**config.mk**
```make
export PLATFORM = sky130hd
export DESIGN_NAME = int_vect_ctrl
export DESIGN_NICKNAME = d
export VERILOG_FILES = /design/src/rtl/atmega_pkg.sv /design/src/rtl/int_vect_ctrl_prio_enc.sv /design/src/rtl/int_vect_ctrl.sv
export SDC_FILE = /design/constraint.sdc
export NUM_CORES = 1
export LEC_CHECK = 0
export CORE_AREA = 2 2 58 60
export DETAILED_ROUTE_END_ITERATION = 10
export DIE_AREA = 0 0 60 62
export PLACE_DENSITY = 0.75
export SLEW_MARGIN = 10
export SYNTH_ARGS = -nofsm -noshare
export SYNTH_HDL_FRONTEND = slang
export SYNTH_HIERARCHICAL = 1
export SYNTH_SLANG_ARGS = --single-unit
```
**constraint.sdc**
```tcl
create_clock -name clk -period 2.3 [get_ports clk]
set_clock_uncertainty 0.1 [all_clocks]
set_input_delay 0.345 -clock clk [delete_from_list [all_inputs] [get_ports clk]]
set_output_delay 0.345 -clock clk [all_outputs]
set_load 0.005 [all_outputs]
```
**src/rtl/atmega_pkg.sv**
```systemverilog
// Shared definitions for the interrupt vector controller: FSM encoding and
// the offset that keeps vector 0 reserved for the reset vector.
package atmega_pkg;

  typedef enum logic [1:0] {
    IDLE    = 2'd0,
    REQ     = 2'd1,
    CLR     = 2'd2,
    SERVICE = 2'd3
  } state_t;

  localparam int VECT_OFFSET = 1;

endpackage

```
**src/rtl/int_vect_ctrl_prio_enc.sv**
```systemverilog
// Lowest-index-wins priority encoder: index 0 is the most urgent request.
module prio_enc #(
  parameter int NUM_IRQ = 8,
  parameter int IDX_W   = 3
) (
  input  logic [NUM_IRQ-1:0] req,
  output logic [IDX_W-1:0]   idx,
  output logic               valid
);

  // Scanning downward lets the lowest set bit overwrite any higher one.
  always_comb begin
    idx   = '0;
    valid = 1'b0;
    for (int i = NUM_IRQ - 1; i >= 0; i--) begin
      if (req[i]) begin
        idx   = IDX_W'(i);
        valid = 1'b1;
      end
    end
  end

endmodule

```
**src/rtl/int_vect_ctrl.sv**
```systemverilog
// Non-nesting interrupt vector controller: arbitrates level requests, presents
// a vector to the CPU, pulses the serviced source's clear, tracks in-service.
module int_vect_ctrl
  import atmega_pkg::*;
#(
  parameter int NUM_IRQ    = 8,
  parameter int VECT_WIDTH = 5
) (
  input  logic                  clk,
  input  logic                  rst,
  input  logic [NUM_IRQ-1:0]    irq_in,
  input  logic [NUM_IRQ-1:0]    irq_en,
  input  logic                  gie,
  output logic                  cpu_irq,
  output logic [VECT_WIDTH-1:0] cpu_vect,
  input  logic                  cpu_ack,
  input  logic                  cpu_reti,
  output logic [NUM_IRQ-1:0]    irq_clr,
  output logic                  in_service,
  output state_t                state
);

  // Handshake: cpu_irq/cpu_vect form a request held stable until the CPU
  // answers with a one-cycle cpu_ack; cpu_reti closes the service window.
  // Strobes arriving in any other state have no effect.

  logic [NUM_IRQ-1:0]    pending;
  logic [NUM_IRQ-1:0]    win_mask;
  logic [VECT_WIDTH-1:0] win_idx;
  logic                  win_valid;
  logic [NUM_IRQ-1:0]    sel_mask;
  logic                  sel_enabled;
  logic                  sel_line;

  assign pending     = gie ? (irq_in & irq_en) : '0;
  // Isolate the lowest set bit so the clear pulse is one-hot by construction.
  assign win_mask    = pending & (~pending + NUM_IRQ'(1));
  assign sel_enabled = |(irq_en & sel_mask);
  assign sel_line    = |(irq_in & sel_mask);

  prio_enc #(
    .NUM_IRQ (NUM_IRQ),
    .IDX_W   (VECT_WIDTH)
  ) u_prio_enc (
    .req   (pending),
    .idx   (win_idx),
    .valid (win_valid)
  );

  always_ff @(posedge clk) begin
    if (rst) begin
      state      <= IDLE;
      cpu_irq    <= 1'b0;
      cpu_vect   <= '0;
      irq_clr    <= '0;
      in_service <= 1'b0;
      sel_mask   <= '0;
    end else begin
      case (state)
        IDLE: begin
          if (win_valid) begin
            state    <= REQ;
            sel_mask <= win_mask;
            cpu_irq  <= 1'b1;
            cpu_vect <= win_idx + VECT_WIDTH'(VECT_OFFSET);
          end
        end
        REQ: begin
          // Ack wins over a simultaneous withdrawal.
          if (cpu_ack) begin
            state      <= CLR;
            cpu_irq    <= 1'b0;
            cpu_vect   <= '0;
            irq_clr    <= sel_mask;
            in_service <= 1'b1;
          end else if (!sel_enabled || !gie) begin
            state    <= IDLE;
            cpu_irq  <= 1'b0;
            cpu_vect <= '0;
          end
        end
        CLR: begin
          irq_clr <= '0;
          if (!sel_line) begin
            state <= SERVICE;
          end
        end
        SERVICE: begin
          if (cpu_reti) begin
            state      <= IDLE;
            in_service <= 1'b0;
          end
        end
        default: state <= IDLE;
      endcase
    end
  end

endmodule

```
# Word-level counts from Yosys, hierarchy flattened
# Index checks and enable logic that the tools add are counted.
[word_totals]
ff_bits = 25
inputBits = 21
latch_bits = 0
out_inout_bits = 17
word_cells = 71
ram_bits = 0
rom_bits = 0
memories = 0
[classes]
order_cmp = 0
eq_ne = 8
reduce_logical = 14
div = 0
n_mul = 0
mux = 36
addsub = 2
shift = 0
bitwise = 5
[op_table]
columns = ["cell", "n"]
rows = [
  ["AND 8 bit", 4],
  ["two-way mux 3 bit", 8],
  ["two-way mux 8 bit", 2],
  ["one-hot mux 8 bit (2 select lines)", 1],
  ["OR reduction 8 bit", 2],
  ["two-way mux 5 bit", 3],
  ["two-way mux 1 bit", 13],
  ["two-way mux 2 bit", 5],
  ["one-hot mux 5 bit (2 select lines)", 1],
  ["adder 8 x 1 -> 8 bit, second input constant", 1],
  ["NOT 8 bit", 1],
  ["one-hot mux 2 bit (4 select lines)", 1],
  ["inequality test 2 bit, second input constant", 3],
  ["AND reduction 3 bit", 2],
  ["nonzero test 2 bit", 3],
  ["adder 5 x 1 -> 5 bit, second input constant", 1],
  ["== test 2 bit, second input constant", 2],
  ["one-hot mux 1 bit (2 select lines)", 2],
  ["AND reduction 2 bit", 2],
  ["AND reduction 4 bit", 1],
  ["inequality test 3 bit, second input constant", 1],
  ["== test 2 x 1 -> 1 bit, second input constant", 1],
  ["logical NOT 1 bit", 2],
  ["logical NOT 2 bit", 1],
  ["2 further kinds", 2],
]

# Longest topological paths before layout
# Gate-level depths: netlist (run 1).
[depth]
word_depth = 13
depth_mapped = 9
depth_no_buf = 8

# Hierarchy
# The synthesis (run 1) kept the hierarchy.
[modules_own_cells]
columns = ["mod", "cells_per_inst", "seq_area_each_um2", "area_per_inst_um2", "n_inst"]
rows = [
  ["int_vect_ctrl", 149, 500.5, 1282.5, 1],
  ["prio_enc", 16, 0.0, 98.8, 1],
]

# Least setup slack after synthesis (run 1)
# OpenSTA, ideal clock, no wires.
[synth_timing]
path_type = "in2reg"
from = "input gie"
to = "register cpu_vect[3]"
setup_time_ns = 0.086
arrival_ns = 1.770
setup_slack_ns = 0.345
path_buffers = 2
cell_stages = 9
required_time_ns = 2.114
cell_sequence = "clkbuf_1 > nand3_1 > inv_1 > nor4_2 > nand2_1 > nor3b_2 > buf_6 > nor2_1 > a211oi_1"
[synth_via]
word_cells_on_any_way = 25
[synth_lines]
columns = ["element", "line_no", "source"]
rows = [
  ["start, declared", "int_vect_ctrl.sv:13", "input logic gie,"],
  ["two-way mux 8 bit", "int_vect_ctrl.sv:35", "assign pending = gie ? (irq_in & irq_en) : '0;"],
  ["via pending[0]", "int_vect_ctrl.sv:27", "logic [NUM_IRQ-1:0] pending;"],
  ["two-way mux 1 bit", "int_vect_ctrl_prio_enc.sv:16", "if (req[i]) begin"],
  ["via win_valid", "int_vect_ctrl.sv:30", "logic win_valid;"],
  ["inequality test 2 x 1 -> 1 bit (no line)", "-", ""],
  ["AND reduction 3 bit (no line)", "-", ""],
  ["end signal, assigned", "int_vect_ctrl.sv:65", "cpu_vect <= win_idx + VECT_WIDTH'(VECT_OFFSET);"],
  ["end, declared", "int_vect_ctrl.sv:15", "output logic [VECT_WIDTH-1:0] cpu_vect,"],
]
# The timed path passes the listed nets, and every way through them passes these cells. The select of a mux whose other input is x is not followed.
# A chain may end at the register's enable or synchronous reset.

# Final worst setup path (run 1)
[layout_timing]
from = "input irq_en[2]"
to = "register cpu_vect[3]"
[layout_via]
elab_chain_cells = 8
word_cells_on_any_way = 18
[layout_lines]
columns = ["element", "line_no", "source"]
rows = [
  ["start, declared", "int_vect_ctrl.sv:12", "input logic [NUM_IRQ-1:0] irq_en,"],
  ["AND 8 bit", "int_vect_ctrl.sv:35", ""],
  ["two-way mux 8 bit", "int_vect_ctrl.sv:35", ""],
  ["via pending[2]", "int_vect_ctrl.sv:27", ""],
  ["two-way mux 3 bit (3 in a row)", "int_vect_ctrl_prio_enc.sv:16", ""],
  ["via win_idx[0]", "int_vect_ctrl.sv:29", "logic [VECT_WIDTH-1:0] win_idx;"],
  ["adder 5 x 1 -> 5 bit", "int_vect_ctrl.sv:65", ""],
  ["two-way mux 5 bit", "int_vect_ctrl.sv:61", "if (win_valid) begin"],
  ["one-hot mux 5 bit (2 select lines)", "int_vect_ctrl.sv:59", "case (state)"],
]
# The timed path passes the listed nets, and every way through them passes these cells. The select of a mux whose other input is x is not followed.

==> flow_summary.json, run 1 <==
{
  "initial_core_util": 0.434,
  "core_mm2": 0.00318,
  "h-tree-depth": 1,
  "ctsRootBufferMaster": "clkbuf_4",
  "final_antenna_net_count": 0,
  "viasPerCell": 5.61,
  "ys_ff_latch": 25,
  "cts_inserted_buffers": 3,
  "p_sw_uw": 391,
  "vdd_drop_max_v": 0.000336,
  "setup.worst_path.start_class": "input pin",
  "globalplace.congestion": 1.00,
  "final_max_slew_viol_count": 0,
  "p_clk_frac": 0.166,
  "cts_buffer_depth": 2,
  "crit_fanout": 4,
  "max_freq_mhz": 471,
  "drv_cap": 0,
  "switching_share": 0.338,
  "grt_start_max_net_pins": 16,
  "die-area_mm2": 0.00372,
  "relSlewSlack": 0.600,
  "grt_overflow": 0,
  "worst_pin_slew_ps": 600,
  "syn2layout_area_growth_pct": 46.4,
  "die_height_um": 62,
  "synth-edff-count": 0,
  "cts_tree": "built",
  "place_inst": 270,
  "postCtsSetupRepairBufs": 0,
  "cts_hold_buf": 0,
  "ys_top_cells_by_area": "dfxtp_1 (36%), a22oi_1 (6.5%), nor2_1 (6.0%)",
  "hold_ws_ps": 380,
  "cp.arrival_ps": 2260,
  "final_cell_mix": "clkdlybuf4s50_1 (36), buf_4 (32), dfxtp_1 (25)",
  "fin_crit_ps": 2120,
  "seq_power_share": 0.451,
  "antenna_found_initial": 0,
  "power_frac_comb": 0.383,
  "avgSynthCellArea_um2": 8.37,
  "grt_pass1_wl_um": 6740,
  "hold_class": "reg2reg",
  "status": "complete, no violations",
  "power-per-cell-area_mw_per_mm2": 572,
  "layout_commonest_cell": "clkdlybuf4s50_1",
  "nets": 251,
  "synth_ff_type": "dfxtp_1",
  "grt_use_total": 0.239,
  "clock_latency_ps": 310,
  "fin_area_mm2": 0.00202,
  "rsz0062_at_grt": "false",
  "drt_iter0_markers": 91,
  "finalSetupViolations": 0,
  "p_leak_nw": 0.801,
  "intPower_uw": 765,
  "syn-instance-count": 165,
  "stdcell_count": 274,
  "synthArstFlopShare": 0,
  "wirelength_um": 4080,
  "post-dp-hpwl_um": 3290,
  "grt_pass1_vias": 1503,
  "drive_gt1_frac": 0.211,
  "yosysWarnings": 6,
  "ys_types": 41,
  "post-route-drc-count": 0,
  "ys_seq_area_frac": 0.362,
  "n_antenna_cell": 0,
  "endpoint_kind": "register",
  "clk_pin_slew_worst_paths_ps": 140,
  "yosysTopAreaCell": "dfxtp_1",
  "yosysTopAreaCellShare": 0.362,
  "tns_ps": 0,
  "finalCritPeriodShare": 0.923,
  "vias": 1536,
  "die_w_um": 60,
  "first_pass_iters": 4,
  "crit_required_ps": 2440,
  "place.port_buffers": 37,
  "wire_per_inst_um": 14.9,
  "placed_cell_area_mm2": 0.00199,
  "clock-sinks": 25,
  "io-pin-count": 38,
  "synth_area_mm2": 0.00138,
  "rows": 21,
  "crit_type": "in2reg",
  "hold_violations": 0
}
-- synthesized netlist by cell type (2+ instances only) --
cell type,number
a221oi_1,2
and3_1,7
a22oi_2,2
nand2_1,15
nor2_1,22
nand4_1,4
nor2b_1,4
buf_4,3
a31oi_1,2
o21ai_2,2
a211oi_1,6
xor2_1,2
inv_1,3
nand3_1,7
a22o_1,9
dfxtp_1,25
buf_6,2
a22oi_1,12
a21oi_1,9
or3_1,2
clkbuf_1,5
-- stage by stage --
step                total power [mW]  utilization  setup slack [ps]
floorplan                      0.751            -               345
global placement               0.947        0.625              -286
detailed placement             0.962        0.625              -359
CTS                             1.16        0.635              39.4
global route                    1.23        0.636              44.9
finish                          1.16        0.636               178
-- area by class of cell --
cell class / count / area [µm²]
clock buffer: 3 / 22.5
fill: 292 / 1160
tap: 46 / 57.6
inverter: 3 / 11.3
sequential: 25 / 500
clock inverter: 1 / 5.00
timing repair buffer: 69 / 613
multi-input combinational: 127 / 812
-- path summary, 6_finish.rpt --
path,from,to,slack (ps),cells after the start
setup / recovery,irq_en[2],cpu_vect[3],180,8
setup reg to reg,register,sel_mask[7],500,5
hold / removal,cpu_vect[1],cpu_vect[1],380,2
hold reg to reg,cpu_vect[1],cpu_vect[1],380,2
-- critical path, cell delays in order --
cell	delay [ps]
clkdlybuf4s50_1	430
and3_2	220
buf_4	150
o41ai_1	430
buf_4	200
nand3_1	80
xor2_1	170
a211oi_1	230
-- registers in the layout, summed over array words and instances, names as in the netlist, named ones only --
name / flops
irq_clr: 8
state: 1
cpu_irq: 1
sel_mask: 8
cpu_vect: 5
in_service: 1
-- kinds of logic after synthesis --
family | share of synthesized area
and+or+nand+nor | 0.263
AOI/OAI and AO/OA | 0.280
DFF | 0.362
buffers and inverters | 0.0571
xor gates and xnor gates | 0.0190
adders and majority gates | 0.00906
other | 0.00271
muxes | 0.00725
-- routing by layer --
| layer | wire [µm] | vias up | share of wire | track usage |
|---|---|---|---|---|
| met5 | 0 | - | 0 | 0 |
| met4 | 108 | 0 | 0.026 | 0.108 |
| met3 | 180 | 14 | 0.044 | 0.0311 |
| met2 | 2140 | 62 | 0.52 | 0.444 |
| met1 | 1650 | 722 | 0.41 | 0.272 |
| li1 | - | 738 | - | - |
-- power by group through the flow --
| stage | sequential [mW] | clock [mW] | combinational [mW] |
|---|---|---|---|
| floorplan | 0.507 | 0 | 0.244 |
| global placement | 0.526 | 0 | 0.421 |
| detailed placement | 0.528 | 0 | 0.434 |
| CTS | 0.521 | 0.201 | 0.439 |
| global route | 0.530 | 0.219 | 0.486 |
| finish | 0.522 | 0.192 | 0.442 |
-- what timing repair did --
item	4_1_cts	5_1_grt
pin swaps	0	0
resized for setup	1	1
endpoints found under the setup margin	1	2
Power figures use the tool's default switching activity.
==> run 2: changes to the inputs <==
Settings changed: ABC_AREA set to 1, CORE_AREA 2 2 58 60 to 2 2 57 59, DIE_AREA 0 0 60 62 to 0 0 59 61, GPL_TIMING_DRIVEN set to 0, PLACE_DENSITY 0.75 to 0.77.
==> run 2 against run 1 <==
  * Via count fell by 8.2%
  * Wire length fell by 20%
  * Register-to-register slack improved by 220 ps
  * Critical path depth rose by 5
  * Cell area fell by 11%
==> flow_summary.json, run 2 <==
{
  "cts_buffer_depth": 2,
  "cts_inserted_buffers": 3,
  "nets": 269,
  "drive_gt1_frac": 0.106,
  "synth_common_cells": "nand2_1 (68), dfxtp_1 (25), a21oi_1 (23)",
  "rsz0062_at_grt": "false",
  "globalplace.congestion": 0.871,
  "initial_core_util": 0.460,
  "clk_pin_slew_worst_paths_ps": 140,
  "ys_types": 28,
  "vdd_drop_max_v": 0.000350,
  "yosysTopAreaCell": "dfxtp_1",
  "syn-instance-count": 205,
  "post-route-drc-count": 0,
  "final_antenna_net_count": 0,
  "status": "complete, no violations",
  "max_freq_mhz": 484,
  "grt_pass1_wl_um": 5290,
  "wirelength_um": 3250,
  "hold_class": "in2reg",
  "cts_tree": "built",
  "finalSetupViolations": 0,
  "n_fill_cell": 313,
  "avgSynthCellArea_um2": 6.63,
  "crit_chain": "clkdlybuf4s50_1, nand3_1, inv_1, inv_1, nand2_1, nand2_1, nand2_1, nand2_1, a21oi_1, nand3_1, xor2_1, or2_2, a21oi_2",
  "top_regs": "irq_clr: 8 flops, sel_mask: 8 flops, cpu_vect: 5 flops",
  "clock_latency_ps": 330,
  "grt_start_max_net_pins": 15,
  "crit_required_ps": 2480,
  "ctsRootBufferMaster": "clkbuf_4",
  "clock-sinks": 25,
  "yosysMostFrequentCell": "nand2_1",
  "h-tree-depth": 1,
  "seq_area_um2": 500,
  "p_leak_nw": 0.783,
  "yosysTopAreaCellShare": 0.368,
  "postCtsSetupRepairBufs": 0,
  "vias": 1410,
  "ys_ff_latch": 25,
  "n_antenna_cell": 0,
  "die_height_um": 61,
  "crit_fanout": 4,
  "post-dp-hpwl_um": 2540,
  "hold_violations": 0,
  "final_cell_mix": "nand2_1 (68), clkdlybuf4s50_1 (35), dfxtp_1 (25)",
  "power-per-cell-area_mw_per_mm2": 597,
  "core_mm2": 0.00295,
  "cp_slowest_cell": "clkdlybuf4s50_1",
  "ys_seq_area_frac": 0.368,
  "cp.arrival_ps": 2250,
  "crit_family": "buffers and inverters",
  "finalCritPeriodShare": 0.899,
  "worst_pin_slew_ps": 551,
  "fin_crit_ps": 2070,
  "synth_area_mm2": 0.00136,
  "fin_area_mm2": 0.00179,
  "die-area_mm2": 0.00360,
  "place_inst": 275,
  "multi_input_area_um2": 733,
  "synth-edff-count": 0,
  "drt_iter0_markers": 51,
  "rows": 20,
  "wire_per_inst_um": 11.7,
  "drv_cap": 0,
  "final_util": 0.608,
  "synth_ff_type": "dfxtp_1",
  "setup.worst_path.start_class": "input pin",
  "first_pass_iters": 5,
  "stdcell_count": 279,
  "layout_commonest_cell": "nand2_1",
  "yosysWarnings": 6,
  "placed_cell_area_mm2": 0.00176,
  "grt_pass1_vias": 1254,
  "crit_buf_inv": 3,
  "grt_overflow": 0,
  "die_w_um": 59,
  "ys_top_cells_by_area": "dfxtp_1 (37%), nand2_1 (19%), a21oi_1 (8.5%)",
  "endpoint_kind": "register",
  "slowest_delay_ps": 490,
  "synthArstFlopShare": 0,
  "io-pin-count": 38,
  "design_power_total_mw": 1.07,
  "crit_type": "in2reg",
  "final_max_slew_viol_count": 0,
  "place.port_buffers": 36,
  "relSlewSlack": 0.632,
  "syn2layout_area_growth_pct": 32.0,
  "hold_ws_ps": 265,
  "crit_top_cell": "nand2_1",
  "viasPerCell": 5.05,
  "antenna_found_initial": 0,
  "grt_use_total": 0.194
}
[run 2: routing by layer]
| metal | vias to the layer above | wire, µm | track usage |
|---|---|---|---|
| li1 | 741 | - | - |
| met1 | 635 | 1520 | 0.248 |
| met2 | 29 | 1520 | 0.330 |
| met3 | 5 | 172 | 0.0299 |
| met4 | 0 | 40 | 0.0747 |
| met5 | - | 0 | 0 |
[run 2: layout make-up]
| class | instances | area share |
|---|---|---|
| Multi-Input combinational cell | 151 | 0.409 |
| Buffer | 6 | 0.0216 |
| Inverter | 24 | 0.0502 |
| Timing Repair Buffer | 36 | 0.202 |
| Tap cell | 33 | 0.0230 |
| Clock buffer | 3 | 0.0126 |
| Sequential cell | 25 | 0.279 |
| Clock inverter | 1 | 0.00279 |
[run 2: what timing repair did]
action | in CTS | in global routing
hold endpoints to repair | 0 | 0
gates resized for setup | 0 | 1
setup endpoints to repair | 0 | 9
hold buffers | 0 | 0
[run 2: logic make-up after synthesis]
logic type	Yosys count	synth area share
simple gates	113	0.368
compound gates	32	0.137
buf+inv	30	0.0948
flops	25	0.368
xor+xnor	3	0.0193
fa+ha+maj	1	0.00921
other cells	1	0.00276
[run 2: metrics by stage]
stage	setup TNS, ps	setup slack, ps
3_3_place_gp	-2250	-258
3_5_place_dp	-2700	-287
2_1_floorplan	0	558
4_1_cts	0	54.8
5_1_grt	0	79.0
6_report	0	233
[run 2: where the power goes]
group,total (mW),switching [mW],internal (mW)
clock,0.206,0.141,0.0655
sequential,0.505,0.0337,0.472
combinational,0.360,0.197,0.164
[run 2: path summary, 6_finish.rpt]
kind / depth (start not counted) / endpoint / startpoint / slack, ps
worst min-delay path: 3 / irq_clr[4] / cpu_ack / 260
worst max-delay path: 13 / cpu_vect[3] / irq_in[5] / 230
worst min register to register: 2 / irq_clr[4] / irq_clr[4] / 370
worst max register to register: 7 / irq_clr[0] / state[0] / 720
[run 2: worst register-to-register path: stages (launching register included)]
cell and delay (ps):
dfxtp_1 500, nand2_2 120, inv_2 190, nand2_1 140
o21ai_0 140, inv_2 130, nand2_1 80, a21oi_1 60
==> run 3: changes to the inputs <==
Settings changed: CORE_AREA 2 2 57 59 to 2 2 53 55, DIE_AREA 0 0 59 61 to 0 0 55 57, DONT_BUFFER_PORTS set to 1, PLACE_DENSITY 0.77 to 0.69.
==> run 3 against run 2 <==
  * Register-to-register slack improved by 100 ps
  * Global-route usage up 3.4 points
  * Count of clock-buffer cells in the layout unchanged
  * Setup slack improved by 480 ps
  * First-iteration DRC count shrank 3.9%
  * Critical path depth fell by 1
  * Maximum frequency up 30%
  * Clock power about the same
  * Combinational power is 26% lower
  * Worst hold slack got worse by 160 ps
  * Cell area shrank 20%
  * Sequential share of layout area grew 6.9 points
  * Highest routed layer unchanged
==> flow_summary.json, run 3 (synthesis gave the netlist of run 2 again) <==
{
  "grt_use_total": 0.228,
  "postCtsSetupRepairBufs": 0,
  "reg2regPathDepth": 7,
  "crit_fanout": 7,
  "hold_depth": 3,
  "n_antenna_cell": 0,
  "final_util": 0.550,
  "finalSetupViolations": 0,
  "final_antenna_net_count": 0,
  "crit_required_ps": 2460,
  "vdd_drop_max_v": 0.000437,
  "cts_buffer_depth": 2,
  "die_height_um": 57,
  "drive_gt1_frac": 0.123,
  "cts-resized-gates": 0,
  "viasPerCell": 5.43,
  "placed_cell_area_mm2": 0.00140,
  "drt_iter0_markers": 49,
  "wirelength_um": 3170,
  "r2r-end": "sel_mask[7]",
  "final_max_slew_viol_count": 0,
  "relSlewSlack": 0.666,
  "tns_ps": 0,
  "post-dp-hpwl_um": 2520,
  "fin_area_mm2": 0.00144,
  "fin_ws_ps": 709,
  "grt_overflow": 0,
  "cts_inserted_buffers": 3,
  "rsz0062_at_grt": "false",
  "rows": 19,
  "layout_commonest_cell": "nand2_1",
  "clock_latency_ps": 320,
  "hold_violations": 0,
  "status": "complete, no violations",
  "worst_pin_slew_ps": 500,
  "antenna_found_initial": 0,
  "grt_pass1_wl_um": 5300,
  "drv_cap": 0,
  "n_fill_cell": 263,
  "die_w_um": 55,
  "worstHoldStart": "rst",
  "rr_startpoint": "state[0]",
  "stdcell_count": 242,
  "hold_class": "in2reg",
  "crit_type": "in2reg",
  "wire_per_inst_um": 13.1,
  "grt_start_max_net_pins": 15,
  "clk_pin_slew_worst_paths_ps": 140,
  "initial_core_util": 0.520,
  "grt_pass1_vias": 1260,
  "p_leak_nw": 0.644,
  "pre_cts_ws_ps": 389,
  "place.port_buffers": 0,
  "die-area_mm2": 0.00314,
  "globalplace.congestion": 0.921,
  "h-tree-depth": 1,
  "cts_tree": "built",
  "place_inst": 237,
  "clock-sinks": 25,
  "core_mm2": 0.00262,
  "top_regs": "irq_clr: 8 flops, sel_mask: 8 flops, cpu_vect: 5 flops",
  "nets": 234,
  "post-route-drc-count": 0,
  "endpoint_kind": "register",
  "first_pass_iters": 4,
  "power-per-cell-area_mw_per_mm2": 682,
  "syn2layout_area_growth_pct": 5.89,
  "final_cell_mix": "nand2_1 (68), dfxtp_1 (25), a21oi_1 (23)",
  "max_freq_mhz": 629,
  "vias": 1313,
  "min_to": "state[0]",
  "ctsRootBufferMaster": "clkbuf_4",
  "setup.worst_path.start_class": "input pin",
  "io-pin-count": 38,
  "r2r_slack_ps": 820,
  "fin_crit_ps": 1590,
  "cp.arrival_ps": 1750,
  "finalCritPeriodShare": 0.692
}
-- run 3: cell count changes in the layout (fill, tap and decap cells not counted) --
cell / previous run / this run
clkdlybuf4s50_1: 35 / 0
dlygate4sd3_1: 0 / 1
dlymetal6s2s_1: 1 / 0
-- run 3: worst max-delay path: stages --
cell	delay [ps]
inv_2	30
nor2_1	190
inv_1	110
nand4_1	120
inv_1	50
nand2_1	110
nand3_2	140
nor2_2	150
inv_1	70
nor3_2	210
nand3_1	100
a21oi_1	130
-- run 3: per-layer routing --
| metal | vias to the layer above | track usage | part of all wire |
|---|---|---|---|
| li1 | 669 | - | - |
| met1 | 592 | 0.292 | 0.44 |
| met2 | 47 | 0.359 | 0.47 |
| met3 | 5 | 0.0550 | 0.086 |
| met4 | 0 | 0.101 | 0.0082 |
| met5 | - | 0 | 0 |
-- run 3: metrics by stage --
step | total power, mW | hold slack (ps)
4_1_cts | 0.985 | 98.0
6_report | 0.981 | 100
2_1_floorplan | 0.729 | 307
3_3_place_gp | 0.777 | 309
5_1_grt | 1.05 | 109
3_5_place_dp | 0.785 | 311
-- run 3: worst max path at each step --
stage               from          end  slack, ps  depth (start not counted)
3_5_place_dp         gie  sel_mask[7]        390                         12
5_1_grt              gie  sel_mask[7]        540                         12
4_1_cts              gie  sel_mask[7]        730                         12
3_3_place_gp         gie  sel_mask[7]        420                         12
6_report             gie  sel_mask[7]        710                         12
2_1_floorplan  irq_in[5]  cpu_vect[3]        560                         12
-- run 3: power by group --
group	internal (mW)	leakage, nW	switching [mW]
sequential	0.472	0.204	0.0405
clock	0.0652	0.0177	0.138
combinational	0.0962	0.423	0.169
total	0.633	0.644	0.348
-- run 3: repair_timing --
action | in CTS | in global routing
endpoints found under the setup margin | 0 | 0
hold buffers | 1 | 0
endpoints found under the hold margin | 2 | 0
-- run 3: area by class of cell --
cell class	count	area, µm²	share of cell area
multi-input cells	151	733	0.510
flip-flops and latches	25	500	0.348
inverters	24	90.1	0.0626
plain buffers	6	38.8	0.0270
well taps	31	38.8	0.0270
clock buffers	3	22.5	0.0157
repair buffers	1	10.0	0.00696
clock inverters	1	5.00	0.00348
